File: config.mk
export PLATFORM = sky130hd
export DESIGN_NAME = ripple_cnt_seq
export DESIGN_NICKNAME = d
export VERILOG_FILES = /design/src/rtl/ripple_cnt_seq.sv
export SDC_FILE = /design/constraint.sdc
export NUM_CORES = 1
export LEC_CHECK = 0
export CAP_MARGIN = 20
export CORE_MARGIN = 2
export CORE_UTILIZATION = 42
export DETAILED_ROUTE_END_ITERATION = 16
export PLACE_DENSITY_LB_ADDON = 0.12
export SLEW_MARGIN = 20
export SYNTH_ARGS = -nofsm -noshare
export SYNTH_HDL_FRONTEND = slang
export SYNTH_SLANG_ARGS = --single-unit
File: constraint.sdc
create_clock -name clk -period 2.59 [get_ports clk]
set_clock_uncertainty 0.2 [all_clocks]
set_input_delay 0.518 -clock clk [delete_from_list [all_inputs] [get_ports clk]]
set_output_delay 0.518 -clock clk [all_outputs]
set_load 0.01 [all_outputs]
File: src/rtl/ripple_cnt_seq.sv
// ripple_cnt_seq: drives an external asynchronous ripple counter from the clk
// domain. Each run clears the counter, then issues one count pulse per step
// up to the latched target. After each clear or pulse it waits SETTLE cycles
// so the ripple can propagate, then samples the counter against a shadow count.
// A run ends with a one-cycle done pulse.
//
// Optional feature: define RIPPLE_SEQ_CHECK_EN to compare cnt_q against the
// shadow count in CCHECK/CHECK and raise the sticky error flag. When it is not
// defined, no comparison is made and error stays 0. Run timing is identical
// in both builds.
module ripple_cnt_seq #(
  parameter int WIDTH  = 4,
  parameter int SETTLE = 3
) (
  input  logic             clk,
  input  logic             rstn,
  input  logic             start,
  input  logic             abort,
  input  logic [WIDTH-1:0] target,
  input  logic [WIDTH-1:0] cnt_q,
  output logic             cnt_pulse,
  output logic             cnt_clr_n,
  output logic             busy,
  output logic             done,
  output logic [WIDTH-1:0] count_out,
  output logic             error
);

  localparam int WAIT_W = $clog2(SETTLE + 1);

  // CLEAR lasts two cycles: load 1, then count down through 0.
  localparam logic [WAIT_W-1:0] WAIT_CLR    = WAIT_W'(1);
  localparam logic [WAIT_W-1:0] WAIT_SETTLE = WAIT_W'(SETTLE - 1);

  typedef enum logic [3:0] {
    S_IDLE,
    S_CLEAR,
    S_CSETTLE,
    S_CCHECK,
    S_PULSE_H,
    S_PULSE_L,
    S_SETTLE,
    S_CHECK,
    S_DONE
  } state_t;

  state_t             state_q, state_d;
  logic [WAIT_W-1:0]  wait_q, wait_d;
  logic [WIDTH-1:0]   count_q, count_d;
  logic [WIDTH-1:0]   target_q;
  logic               error_q, error_d;
  logic               cnt_pulse_q, cnt_pulse_d;
  logic               cnt_clr_n_q, cnt_clr_n_d;
  logic               busy_q, busy_d;
  logic               done_q, done_d;

  logic               accept;
  logic [WIDTH-1:0]   count_inc;
  logic               clr_bad;
  logic               step_bad;

  assign accept    = (state_q == S_IDLE) && start && !abort;
  assign count_inc = count_q + WIDTH'(1);

`ifdef RIPPLE_SEQ_CHECK_EN
  // After a clear the counter must read zero; after a pulse it must read
  // one more than the last verified count.
  assign clr_bad  = (cnt_q != '0);
  assign step_bad = (cnt_q != count_inc);
`else
  // Without checking, cnt_q is never looked at.
  logic unused_cnt_q;
  assign unused_cnt_q = ^cnt_q;
  assign clr_bad      = 1'b0;
  assign step_bad     = 1'b0;
`endif

  // State, wait counter, shadow count, error flag and registered outputs
  always_ff @(posedge clk or negedge rstn) begin
    if (!rstn) begin
      state_q     <= S_IDLE;
      wait_q      <= '0;
      count_q     <= '0;
      error_q     <= 1'b0;
      cnt_pulse_q <= 1'b0;
      cnt_clr_n_q <= 1'b0;
      busy_q      <= 1'b0;
      done_q      <= 1'b0;
    end else begin
      state_q     <= state_d;
      wait_q      <= wait_d;
      count_q     <= count_d;
      error_q     <= error_d;
      cnt_pulse_q <= cnt_pulse_d;
      cnt_clr_n_q <= cnt_clr_n_d;
      busy_q      <= busy_d;
      done_q      <= done_d;
    end
  end

  // Target is plain data captured on an accepted start; it needs no reset
  always_ff @(posedge clk) begin
    if (accept) begin
      target_q <= target;
    end
  end

  // Next-state logic: run sequencing, settle timing and shadow-count update
  always_comb begin
    state_d = state_q;
    wait_d  = wait_q;
    count_d = count_q;
    error_d = error_q;
    case (state_q)
      S_IDLE: begin
        if (accept) begin
          state_d = S_CLEAR;
          wait_d  = WAIT_CLR;
          count_d = '0;
          error_d = 1'b0;
        end
      end
      S_CLEAR: begin
        if (wait_q == '0) begin
          state_d = S_CSETTLE;
          wait_d  = WAIT_SETTLE;
        end else begin
          wait_d = wait_q - WAIT_W'(1);
        end
      end
      S_CSETTLE: begin
        if (wait_q == '0) begin
          state_d = S_CCHECK;
        end else begin
          wait_d = wait_q - WAIT_W'(1);
        end
      end
      S_CCHECK: begin
        if (clr_bad) begin
          error_d = 1'b1;
          state_d = S_DONE;
        end else if (target_q == '0) begin
          state_d = S_DONE;
        end else begin
          state_d = S_PULSE_H;
        end
      end
      S_PULSE_H: begin
        state_d = S_PULSE_L;
      end
      S_PULSE_L: begin
        state_d = S_SETTLE;
        wait_d  = WAIT_SETTLE;
      end
      S_SETTLE: begin
        if (wait_q == '0) begin
          state_d = S_CHECK;
        end else begin
          wait_d = wait_q - WAIT_W'(1);
        end
      end
      S_CHECK: begin
        if (step_bad) begin
          error_d = 1'b1;
          state_d = S_DONE;
        end else begin
          count_d = count_inc;
          state_d = (count_inc == target_q) ? S_DONE : S_PULSE_H;
        end
      end
      S_DONE: begin
        state_d = S_IDLE;
      end
      default: begin
        state_d = S_IDLE;
      end
    endcase
    // Abort drops straight back to IDLE, freezing the count and error flag.
    if (abort && (state_q != S_IDLE)) begin
      state_d = S_IDLE;
      count_d = count_q;
      error_d = error_q;
    end
  end

  // Output logic: decoded from the next state so every output is a flop
  always_comb begin
    cnt_pulse_d = (state_d == S_PULSE_H);
    cnt_clr_n_d = (state_d != S_CLEAR);
    busy_d      = (state_d != S_IDLE);
    done_d      = (state_d == S_DONE);
  end

  assign cnt_pulse = cnt_pulse_q;
  assign cnt_clr_n = cnt_clr_n_q;
  assign busy      = busy_q;
  assign done      = done_q;
  assign count_out = count_q;
  assign error     = error_q;

endmodule

After elaboration in Yosys (flattened, before gate mapping)
Cells that the tools add are included.

operators by class
  divide/modulo/power cells = 0
  add/subtract/negate cells = 2
  reduce and logical (&&, ||, !) cells = 14
  shift operators = 0
  eq/ne operators = 13
  $lt $le $gt $ge = 0
  muxes and demuxes = 14
  bitwise gates (word level) = 1
  multipliers = 0

operators by type and width
  operator             number
  $mux 4               8
  $pmux 4 s8           1
  $eq 4x3->1 const B   5
  $reduce_bool 4->1    3
  $eq 4x2->1 const B   2
  $logic_not 4->1      2
  $pmux 2 s4           1
  $pmux 4 s2           1
  $mux 2               3
  $reduce_and 3->1     2
  $add 4x1->4 const B  1
  $eq 4x1->1 const B   1
  $eq 4x4->1           1
  $eq 4x4->1 const B   1
  $ne 2x2->1 const B   2
  $ne 4x1->1 const B   1
  $logic_and 1x1->1    3
  $logic_not 2->1      1
  $reduce_bool 2->1    1
  $reduce_or 2->1      1
  $sub 2x1->2 const B  1
  $logic_not 1->1      1
  $not 1->1            1

storage, ports and cells
  RAM bits = 0
  bits in read-only memories = 0
  register bits = 18
  logic and storage cells = 52
  bits in latches = 0
  memories = 0
  input bits = 12

Logic depth before layout (Yosys ltp)
  depth after elaboration = 7
  mapped depth = 6
  gate-level depth less buffers = 6

Worst setup path before layout
No wires, ideal clock.

  kind = reg2reg
  start point = reg state_q[2]
  end point = reg count_q[0], in the netlist count_out[0]
  setup slack = 0.767 ns
  cell stages (with the launch flop) = 5
  arrival time = 1.498 ns
  cells stage by stage = dfrtp_1 > or3_4 > nor4b_4 > nor2_1 > mux2_2

between the ends
  word-level cells in the longest chain between the ends = 5

ends and longest elaborated chain
  element                            line  text
  from (decl)                        47    state_t state_q, state_d;
  from (signal assigned)             90    state_q <= state_d;
  $logic_not 4->1                    62    assign accept = (state_q == S_IDLE) && start && !abort;
  $logic_and 1x1->1 (2 in series)    62
  net accept                         57    logic accept;
  $ne 2x2->1 (no source line)        --
  $reduce_and 3->1 (no source line)  --
  to (signal assigned)               92    count_q <= count_d;
  to (decl)                          49    logic [WIDTH-1:0] count_q, count_d;

The timed path passes the listed nets, and every way through them passes these cells.
A chain may end at the register's enable or synchronous reset.

Worst setup path after layout
  start point = reg count_q[2], in the netlist count_out[2]
  end point = out count_out[2]

RTL lines
  element    line  text
  to (decl)  25    output logic [WIDTH-1:0] count_out,

No word-level cell between the ends.

==> impl_metrics.py <==
metrics = {
    "cells_and_area": {
        "final_area_sq_um": 1227,
        "drive_above_1_share": 0.1468,
        "syn_to_final_growth_pct": 20.81,
        "final_nets": 126,
        "stdcell_count": 137,
        "diodes": 0,
    },
    "placement": {
        "gp_congestion": 0.7322,
        "dpl-instance-area_sq_um": 1205,
        "dp_hpwl_mm": 1.402,
        "io_buffer_count": 15,
        "dp_worst_setup_slack_ns": 0.3410,
        "dp.cells": 134,
    },
    "floorplanning": {
        "die_x_um": 53.19,
        "boundaryPins": 21,
        "initial_core_util": 0.4506,
        "coreArea_sq_um": 2255,
        "die_h_um": 53.19,
        "fp-row-count": 17,
        "die_area_sq_um": 2829,
    },
    "power_and_ir_drop": {
        "swShare": 0.3385,
        "pwr-share-comb": 0.399,
        "vdd.ir_drop.worst_mv": 0.5336,
        "clkPwrFrac": 0.154,
        "power_density_nw_per_um2": 703.9,
        "power_leakage_nw": 0.5053,
        "intPower_uw": 571.5,
        "p_total_uw": 864.0,
        "p_sw_uw": 292.5,
        "p_seq_frac": 0.447,
    },
    "global_routing": {
        "grt_max_degree": 15,
        "grt_pass1_vias": 709,
        "track_usage": 0.1600,
        "grt_pass1_wl_mm": 3.160,
        "gr-total-overflow": 0,
        "antenna_found_initial": 0,
    },
    "routing": {
        "viasPerCell": 5.423,
        "drtIter0Drc": 14,
        "drc": 0,
        "wl_per_cell_um": 13.45,
        "antenna_left": 0,
        "vias": 743,
        "drtPass1Iterations": 4,
        "drt_wl_total_mm": 1.842,
    },
    "run_status": {
        "status": "completed",
    },
    "cts": {
        "clock_sinks": 18,
        "cts-resized-gates": 0,
        "ctsHoldBuffers": 0,
        "numCtsBuffers": 3,
        "htreeDepth": 1,
        "clk_latency_ns": 0.29,
        "clockRootBuffer": "clkbuf_4",
        "cts_tree": "built",
        "clk_pin_slew_ns": 0.10,
        "cts_setup_buffers": 0,
        "cts_buffer_depth": 2,
    },
    "worst_setup_path": {
        "critPathCapture": "count_out[2]",
        "crit_path_top_delay_cell": "clkdlybuf4s50_1",
        "cp.depth": 1,
        "r2r_start": "state_q[0]",
        "cpLargestDelayFamily": "buffers and inverters",
        "crit_start": "count_out[2]",
        "cp-end-kind": "primary output",
        "cp_max_fo": 5,
        "reg2reg_slack_ns": 0.61,
        "r2r-end": "count_out[2]",
        "arrival_ns": 1.30,
        "critPathLaunchType": "register",
        "worstRegToRegCells": 5,
        "crit_buf_inv": 1,
        "critical_path_class": "reg -> out",
        "worstPathCellList": "clkdlybuf4s50_1",
        "max_stage_delay_ns": 0.57,
        "timing.critical_path.required_ns": 1.87,
    },
    "sta": {
        "tightest_slew_ns": 0.6350,
        "setup_ws_ns": 0.5677,
        "setup_viol": 0,
        "finalCriticalPeriod_ns": 2.022,
        "slew_viol_final": 0,
        "post-route-period-util": 0.7808,
        "finalHoldViolations": 0,
        "max_freq_mhz": 494.5,
        "setup-tns-final_ns": 0,
        "rsz0062_at_grt": "false",
        "slew-limit-headroom": 0.5754,
    },
    "logic_synthesis": {
        "synth-edff-count": 4,
        "syn-instance-count": 92,
        "synth_common_cells": "dfrtp_1 (14), inv_1 (5)",
        "syn_avg_cell_area_sq_um": 11.04,
        "yosysMostFrequentCell": "dfrtp_1",
        "synth_seq_cells": 18,
        "yosysUniqueCellTypes": 42,
        "synth_fp_nets": 107,
        "synth_area_sq_um": 1016,
        "yosysTopAreaCell": "dfrtp_1",
        "yosysTopAreaCellShare": 0.3448,
        "ys_seq_area_frac": 0.4631,
        "synth-warning-count": 0,
        "synth-main-ff-cell": "dfrtp_1",
        "synthTopCellsByArea": "dfrtp_1 (34%), edfxtp_1 (12%), ha_1 (3.7%)",
        "ys_async_sr_fraction": 0.7778,
    },
    "min_path": {
        "hold_class": "reg -> reg",
    },
    "flow_run": {
        "cap_violations": 0,
    },
}
## state kept, by name (all words and copies together) (netlist names)
name,flops
busy,1
cnt_clr_n,1
cnt_pulse,1
count_out,4
done,1
state_q,4
target_q,4
wait_q,2
## cells in the final DEF, fill, tap and decap left out, types with 2 or more instances in the layout
| cell | netlist | routed |
|---|---|---|
| clkdlybuf4s50_1 | 0 | 15 |
| dfrtp_1 | 14 | 14 |
| inv_1 | 5 | 5 |
| buf_4 | 2 | 5 |
| xnor2_1 | 4 | 4 |
| nand2_1 | 4 | 4 |
| a21oi_1 | 4 | 4 |
| o21ai_0 | 4 | 4 |
| edfxtp_1 | 4 | 4 |
| nor4_1 | 3 | 3 |
| nor3b_1 | 3 | 3 |
| nand2b_1 | 3 | 3 |
| nor2_1 | 3 | 3 |
| ha_1 | 3 | 3 |
| clkbuf_4 | 0 | 3 |
| nand3_1 | 2 | 2 |
| o21a_1 | 2 | 2 |
| a22o_1 | 2 | 2 |
| mux2i_1 | 2 | 2 |
| mux2_2 | 2 | 2 |
## power by group through the flow
stage                     registers (mW)  clock network, mW  logic [mW]
final                              0.386              0.133       0.345
after global routing               0.394              0.156       0.389
after detailed placement           0.391                  0       0.347
after CTS                          0.385              0.140       0.349
after floorplan                    0.371                  0       0.275
after global placement             0.390                  0       0.339
## layer usage
metal  up-vias  global-route usage  wire length, um
li1        368                   -                -
met1       362              0.2098              879
met2        11              0.2500              898
met3         2             0.03390               49
met4         0             0.07692               14
met5         -                   0                0
## layout make-up
class	count	area, sq um
flip-flops and latches	18	470.5
multi-input cells	63	493.0
repair buffers	20	187.7
well taps	28	35.03
clock buffers	3	22.52
inverters	5	18.77
fillers	223	1027
## logic make-up after synthesis
family	count (synthesis)	share of synthesized area
xor+xnor	6	0.06527
buf+inv	11	0.05171
compound gates	19	0.1281
other cells	1	0.003691
simple gates	30	0.2094
flops	18	0.4631
fa+ha+maj	3	0.03695
mux	4	0.04187
## metrics by stage
step / util / hold WS (ns)
2_1_floorplan: - / 0.02241
3_3_place_gp: 0.5344 / 0.3113
3_5_place_dp: 0.5344 / 0.3215
4_1_cts: 0.5444 / 0.3432
5_1_grt: 0.5444 / 0.3601
6_report: 0.5444 / 0.3446
## worst min path at each step
stage / cells past startpoint / to / slack, ns / start
after CTS: 1 / count_out[3] / 0.34 / count_out[3]
final: 1 / count_out[3] / 0.34 / count_out[3]
after floorplan: 0 / busy / 0.02 / rstn
after global routing: 1 / count_out[3] / 0.36 / count_out[3]
after global placement: 1 / count_out[3] / 0.31 / count_out[3]
after detailed placement: 1 / count_out[3] / 0.32 / count_out[3]
## worst reg2reg max path: stages, from the launching register on
cell and delay, ns:
dfrtp_1 0.51, or3_4 0.44, nor4b_4 0.27, buf_4 0.19
mux2i_1 0.07, a21o_2 0.20
Power figures use the tool's default switching activity.
